## src/rtl/ras_stack.sv

```systemverilog
// ras_stack: return address stack with push/pop/coroutine ops and checkpoint flush restore
module ras_stack #(
  parameter int DEPTH = 16,
  localparam int PW = $clog2(DEPTH)
) (
  input  logic          clock,
  input  logic          reset,
  input  logic          ctl_valid_i,
  input  logic [1:0]    ras_ctl_i,
  input  logic [63:0]   bundle_pc_i,
  input  logic [2:0]    br_pos_i,
  input  logic          flush_i,
  input  logic [PW-1:0] flush_tos_i,
  input  logic [PW:0]   flush_cnt_i,
  output logic [63:0]   ras_top_o,
  output logic          ras_valid_o,
  output logic [PW-1:0] ras_tos_o,
  output logic [PW:0]   ras_cnt_o,
  output logic          ras_ovf_o
);
  localparam logic [PW:0] full_cnt = (PW+1)'(DEPTH);
  logic [63:0]   mem [DEPTH];
  logic [PW-1:0] tos;
  logic [PW-1:0] tos_inc;
  logic [PW-1:0] tos_dec;
  logic [PW:0]   cnt;
  logic [1:0]    op;
  logic [63:0]   ra;
  logic          full;
  logic          empty;
  always_comb begin
    op      = (ctl_valid_i && !flush_i) ? ras_ctl_i : 2'b00;
    // slot 7 carries out of the 5-bit bundle offset into the next bundle base
    ra      = {bundle_pc_i[63:5], 5'b0} + 64'({br_pos_i, 2'b00}) + 64'd4;
    tos_inc = tos + 1'b1;
    tos_dec = tos - 1'b1;
    full    = cnt == full_cnt;
    empty   = cnt == '0;
  end
  always_ff @(posedge clock) begin
    if (reset) begin
      tos       <= '0;
      cnt       <= '0;
      ras_ovf_o <= 1'b0;
      for (int i = 0; i < DEPTH; i++) mem[i] <= '0;
    end else begin
      ras_ovf_o <= (op == 2'b01) && full;
      if (flush_i) begin
        tos <= flush_tos_i;
        cnt <= (flush_cnt_i > full_cnt) ? full_cnt : flush_cnt_i;
      end else if (op == 2'b01) begin
        tos          <= tos_inc;
        mem[tos_inc] <= ra;
        cnt          <= full ? cnt : cnt + 1'b1;
      end else if (op == 2'b10 && !empty) begin
        tos <= tos_dec;
        cnt <= cnt - 1'b1;
      end else if (op == 2'b11) begin
        mem[tos] <= ra;
        cnt      <= empty ? (PW+1)'(1) : cnt;
      end
    end
  end
  assign ras_top_o   = mem[tos];
  assign ras_valid_o = !empty;
  assign ras_tos_o   = tos;
  assign ras_cnt_o   = cnt;
endmodule

```

## config.mk

```make
export PLATFORM = sky130hd
export DESIGN_NAME = ras_stack
export DESIGN_NICKNAME = d
export VERILOG_FILES = /design/src/rtl/ras_stack.sv
export SDC_FILE = /design/constraint.sdc
export NUM_CORES = 1
export LEC_CHECK = 0
export CAP_MARGIN = 25
export CORE_AREA = 2 2 230 402
export CTS_BUF_LIST = sky130_fd_sc_hd__clkbuf_8
export CTS_CLUSTER_SIZE = 28
export DETAILED_ROUTE_END_ITERATION = 16
export DIE_AREA = 0 0 232 404
export PLACE_DENSITY = 0.67
export SLEW_MARGIN = 20
export SYNTH_ARGS = -nofsm -noshare
export SYNTH_HDL_FRONTEND = slang
export SYNTH_SLANG_ARGS = --single-unit
```

## constraint.sdc

```tcl
create_clock -name clock -period 9 [get_ports clock]
set_input_delay 1.8 -clock clock [delete_from_list [all_inputs] [get_ports clock]]
set_output_delay 1.8 -clock clock [all_outputs]
set_load 0.05 [all_outputs]
```

==> results of run 1 <==
## area by class of cell
type	count	area (sq um)	share of cell area (%)
Sequential cell	1006	30100	59.8
Antenna cell	2	5.00	0.00995
Timing Repair Buffer	239	2220	4.40
Tap cell	1184	1480	2.94
Multi-Input combinational cell	1656	13900	27.7
Clock buffer	152	2090	4.16
Clock inverter	94	444	0.883
Inverter	15	56.3	0.112
## per-layer routing
layer / share of wire, % / wire (um) / GRT usage (%)
met4: 4.3 / 5650 / 12.6
met5: 0.070 / 92 / 0
met2: 50 / 65300 / 47.1
met3: 11 / 14700 / 6.02
met1: 35 / 45800 / 36.3
## sequential cells by signal (all words and copies together), names as in the netlist, named ones only
name and count:
mem 992, ras_cnt_o 5, ras_ovf_o 1, ras_tos_o 4
## kinds of logic (layout without fill, tap and decap cells)
kind of cell | Yosys count | in the layout | share of synthesized area [%]
DFF | 1006 | 1006 | 67.0
and+or+nand+nor | 895 | 895 | 8.71
AOI/OAI and AO/OA | 392 | 392 | 4.74
muxes | 313 | 313 | 15.6
buffers and inverters | 305 | 500 | 2.78
xor gates and xnor gates | 49 | 49 | 0.957
adders and majority gates | 5 | 5 | 0.139
other | 1 | 4 | 0.00836
## critical path, stage by stage, from the launching register on
cell and delay (ns):
dfxtp_4 1.09, buf_12 0.68, mux4_2 0.43, mux4_2 0.56
clkdlybuf4s50_1 0.74
## Yosys cell counts (3+ instances only)
cell and instances:
a21oi_1 323, a21oi_2 20, a221oi_1 3, a31o_2 4
and2_1 7, and3_1 15, and4_1 12, buf_1 26
buf_2 12, buf_4 6, buf_6 7, clkbuf_1 238
dfxtp_1 14, edfxtp_1 992, ha_1 5, inv_1 14
mux4_2 310, nand2_1 36, nand2b_1 19, nand3_1 36
nand3b_1 10, nand4_1 25, nor2_1 674, nor2b_1 4
nor3_1 7, nor4_1 16, nor4_2 3, o21ai_0 4
o21ai_1 17, o31ai_1 3, or3_1 8, or3b_2 3
or4_1 4, xnor2_1 34, xor2_1 15
## power groups by stage
stage	registers [mW]	logic [mW]	clock network, mW
CTS	5.39	1.15	3.36
floorplan	5.45	0.749	0
global placement	5.47	1.13	0
global route	5.40	1.19	3.53
detailed placement	5.49	1.14	0
finish	5.39	1.15	3.32
## worst max-delay path by stage
stage	to	cells past startpoint	start
2_1_floorplan	mem[9][10]$_SDFFCE_PN0P_	8	ras_ctl_i[0]
3_3_place_gp	mem[9][50]$_SDFFCE_PN0P_	7	reset
3_5_place_dp	mem[9][34]$_SDFFCE_PN0P_	7	reset
4_1_cts	ras_top_o[60]	4	register
5_1_grt	ras_top_o[60]	4	register
6_report	ras_top_o[63]	4	register
## metrics by stage
stage | hold WS (ns) | total power, mW | instances | worst slack, ns
finish | 0.584 | 9.86 | 4348 | 2.84
global route | 0.639 | 10.1 | 4347 | 2.80
CTS | 0.583 | 9.90 | 4338 | 2.79
detailed placement | 0.563 | 6.63 | 4092 | 2.43
global placement | 0.565 | 6.60 | 4089 | 2.62
floorplan | 0.735 | 6.20 | 2967 | 3.91
==> impl_metrics.json, run 1 <==
{
  "final_nets": 3147,
  "status": "completed",
  "fin_crit_sh_pct": 68.4,
  "seq_power_share_pct": 54.6,
  "nFillCells": 7141,
  "maxSlewViolCount": 0,
  "power_density_nw_per_um2": 196,
  "die_w_um": 232,
  "grt_first_pass_wirelength_um": 190000,
  "cp_data_arrival_time_ns": 4.36,
  "finalHoldViolCount": 0,
  "grt_util_all_layers_pct": 28.4,
  "setup-violations-final": 0,
  "cp-start-kind": "register",
  "final.setup.tns_ns": 0,
  "synth_cell_types": 64,
  "yosys_register_bits": 1006,
  "start_util_pct": 49.6,
  "num_io_pins": 157,
  "r2r_start": "ras_tos_o[0]$_SDFFE_PP0N_",
  "holdBufCountCts": 0,
  "avgRoutedWirePerCell_um": 30.3,
  "holdCritStartpoint": "ras_cnt_o[1]$_SDFFE_PP0P_",
  "cts_tree": "built",
  "min_path_cells": 2,
  "slew_headroom_pct": 24.6,
  "finish.utilization_pct": 55.6,
  "clk_latency_ns": 0.80,
  "share_comb_of_total_power_pct": 11.7,
  "ctsResizeCount": 0,
  "avgSynthCellArea_sq_um": 15.1,
  "cts.sinks": 1006,
  "dpl_cell_area_sq_um": 47700,
  "async_flop_share_pct": 0,
  "antenna_found_initial": 8,
  "worstHoldPathType": "register to register",
  "stdcell_area_sq_um": 50300,
  "fmaxAchievable_mhz": 162,
  "die_y_um": 404,
  "grt_overflow": 0,
  "end_kind": "output port",
  "rrSetupSlack_ns": 4.70,
  "synth.top_cell.area_share_pct": 66.4,
  "first_global_vias": 29600,
  "pwr-share-clk_pct": 33.7,
  "drt-vias-per-instance": 6.51,
  "drc_errors": 0,
  "area_growth_syn_to_layout_pct": 12.2,
  "gp_congestion": 0.825,
  "grt_max_degree": 115,
  "hpwl_um": 69800,
  "post-cts-setup-buffers": 0,
  "setup.worst_path.class": "register to output port",
  "ys_warn_count": 0,
  "wl_um": 132000,
  "switchingPower_mw": 2.51,
  "rsz0062_at_grt": "no",
  "max_slew.worst_pin.slew_ns": 1.13,
  "cap_viol_max_count": 0,
  "yosysSeqAreaShare_pct": 67.0,
  "synth_edf_count": 992,
  "vias": 28300,
  "ir_drop_uv": 105,
  "final_cell_mix": "992 x edfxtp_1, 674 x nor2_1, 323 x a21oi_1",
  "reg2reg_to": "mem[15][29]$_SDFFCE_PN0P_",
  "cts-root-buf": "clkbuf_8",
  "r2r.worst_path.cells": 7,
  "initialDrtViolationCount": 3888,
  "holdPathEnd": "ras_cnt_o[1]$_SDFFE_PP0P_",
  "mostFrequentLayoutCell": "edfxtp_1",
  "num_rows": 146,
  "p_int_mw": 7.35,
  "yosys.area.top_type": "edfxtp_1",
  "dieArea_sq_um": 93700,
  "crit_fanout": 114,
  "core_region_area_sq_um": 90400,
  "firstDrtPassIters": 6,
  "ant_nets": 0,
  "skew_ns": 0.0245,
  "synth_flop_cell": "edfxtp_1",
  "clock_path_buffers": 3,
  "clkSlewWorstSetupHoldPaths_ns": 0.07,
  "drive_gt1_share_pct": 21.0,
  "htree_levels": 4,
  "synthCells": 2966,
  "ys_top_cells_by_area": "edfxtp_1 66%, mux4_2 16%, nor2_1 5.6%, a21oi_1 3.6%, clkbuf_1 2.0%",
  "min_period_ns": 6.16,
  "port_buffers": 149,
  "synth_area_sq_um": 44900,
  "power.leakage_nw": 17.2,
  "worstPathRequired_ns": 7.20,
  "numCtsBuffers": 142,
  "switching_share_pct": 25.5
}
(Power assumes the default switching activity.)
==> run 2: changes to the inputs <==
Settings changed: PLACE_DENSITY 0.67 to 0.69.
Clock period 9 ns to 5.36 ns, I/O delays scaled along.
==> run 2 against run 1 <==
Effect of this change:
- clock power grew 67%
- first-iteration DRC count grew 2.8%
- critical endpoint is now ras_top_o[9]
- routed wire length grew 1.9%
- via count grew 1.1%
- global-route usage grew 0.64 points
- largest cell class unchanged
==> impl_metrics.json, run 2 (same netlist as run 1, synthesis figures left out) <==
{
  "initialDrtViolationCount": 3995,
  "regMostFlops": "mem",
  "num_rows": 146,
  "worstHoldPathType": "register to register",
  "p_total_mw": 16.6,
  "end_kind": "output port",
  "post-cts-setup-buffers": 0,
  "avgRoutedWirePerCell_um": 30.5,
  "reg2reg_to": "mem[7][33]$_SDFFCE_PN0P_",
  "fin_crit_sh_pct": 92.3,
  "dp_cells": 4159,
  "rrSetupSlack_ns": 1.69,
  "crit_end": "ras_top_o[9]",
  "drt-vias-per-instance": 6.51,
  "cp-start-kind": "register",
  "drive_gt1_share_pct": 22.0,
  "clock_path_buffers": 3,
  "status": "completed",
  "slew_headroom_pct": 35.9,
  "num_io_pins": 157,
  "numCtsBuffers": 141,
  "setup-violations-final": 0,
  "grt_max_degree": 63,
  "cts_tree": "built",
  "skew_ns": 0.0271,
  "wl_um": 134000,
  "ant_nets": 0,
  "cap_viol_max_count": 0,
  "dpl_cell_area_sq_um": 48400,
  "multi_input_area_sq_um": 13800,
  "holdBufCountCts": 0,
  "clk_latency_ns": 0.80,
  "final_cells": 4398,
  "core_region_area_sq_um": 90400,
  "mostFrequentLayoutCell": "edfxtp_1",
  "cts-root-buf": "clkbuf_8",
  "antenna_found_initial": 7,
  "ctsResizeCount": 0,
  "drc_errors": 0,
  "hpwl_um": 74200,
  "fmaxAchievable_mhz": 202,
  "grt_overflow": 0,
  "regArea_sq_um": 30100,
  "setup_ws_ns": 0.415,
  "finalHoldViolCount": 0,
  "clkSlewWorstSetupHoldPaths_ns": 0.07,
  "r2r.worst_path.cells": 7,
  "final_cell_mix": "992 x edfxtp_1, 674 x nor2_1, 323 x a21oi_1",
  "power.leakage_nw": 17.5,
  "grt_first_pass_wirelength_um": 194000,
  "area_growth_syn_to_layout_pct": 13.6,
  "crit_fanout": 44,
  "firstDrtPassIters": 6,
  "preCtsSetupSlack_ns": 0.804,
  "rsz0062_at_grt": "no",
  "htree_levels": 4,
  "worstPathRequired_ns": 4.29,
  "r2r_start": "ras_tos_o[0]$_SDFFE_PP0N_",
  "first_global_vias": 29800,
  "nFillCells": 6889,
  "min_period_ns": 4.94,
  "vias": 28600,
  "final.setup.tns_ns": 0,
  "die_y_um": 404,
  "die_w_um": 232,
  "final_nets": 3205,
  "power_density_nw_per_um2": 326,
  "grt_util_all_layers_pct": 29.1,
  "start_util_pct": 49.6,
  "max_slew.worst_pin.slew_ns": 0.961,
  "setup.worst_path.class": "register to output port",
  "dieArea_sq_um": 93700,
  "maxSlewViolCount": 0,
  "port_buffers": 149,
  "cp_data_arrival_time_ns": 3.87,
  "gp_congestion": 0.855,
  "stdcell_area_sq_um": 51000,
  "cts.sinks": 1006,
  "ir_drop_uv": 197,
  "largest_reg_flops": 992
}
==> run 2: cell types whose count changed in the layout (fill, tap and decap cells not counted), moves of 5 or more <==
cell,before,now
buf_12,4,29
buf_4,82,117
clkbuf_8,152,143
inv_1,63,56
clkinv_8,0,5
xnor2_1,19,28
xnor2_2,15,6
==> run 2: final cells by class <==
cell class,instances,share of cell area (%)
clock inverters,94,1.04
well taps,1184,2.91
repair buffers,298,5.86
clock buffers,143,3.86
inverters,15,0.111
multi-input cells,1656,27.2
diodes,2,0.00982
flip-flops and latches,1006,59.0
==> run 2: layer usage <==
| layer | GRT usage (%) | wire, um |
|---|---|---|
| met1 | 36.6 | 44000 |
| met2 | 47.5 | 66500 |
| met3 | 6.62 | 16900 |
| met4 | 14.6 | 6640 |
| met5 | 0 | 53 |
==> run 2: critical path: stages, from the launching register on <==
cell	delay (ns)
dfxtp_4	0.74
buf_12	0.40
mux4_2	0.57
mux4_2	0.57
clkdlybuf4s50_1	0.75
==> run 2: per-stage QoR <==
step,hold WS (ns),utilization [%]
finish,0.624,56.3
global route,0.650,56.3
CTS,0.610,56.3
detailed placement,0.596,53.5
global placement,0.568,53.5
floorplan,0.735,-
==> run 2: how the worst min path moves through the flow <==
| stage | endpoint | slack, ns | cells after the start | from |
|---|---|---|---|---|
| finish | ras_cnt_o[3]$_SDFFE_PP0P_ | 0.62 | 2 | ras_cnt_o[3]$_SDFFE_PP0P_ |
| global route | ras_cnt_o[3]$_SDFFE_PP0P_ | 0.65 | 2 | ras_cnt_o[3]$_SDFFE_PP0P_ |
| CTS | ras_cnt_o[3]$_SDFFE_PP0P_ | 0.61 | 2 | ras_cnt_o[3]$_SDFFE_PP0P_ |
| detailed placement | ras_cnt_o[3]$_SDFFE_PP0P_ | 0.60 | 2 | ras_cnt_o[3]$_SDFFE_PP0P_ |
| global placement | ras_cnt_o[1]$_SDFFE_PP0P_ | 0.57 | 2 | ras_cnt_o[1]$_SDFFE_PP0P_ |
| floorplan | ras_cnt_o[4]$_SDFFE_PP0P_ | 0.74 | 2 | ras_cnt_o[4]$_SDFFE_PP0P_ |
==> run 2: power by group <==
group	internal (mW)	switching, mW	total (mW)
clock	2.60	2.94	5.54
sequential	8.90	0.137	9.04
combinational	0.778	1.23	2.01
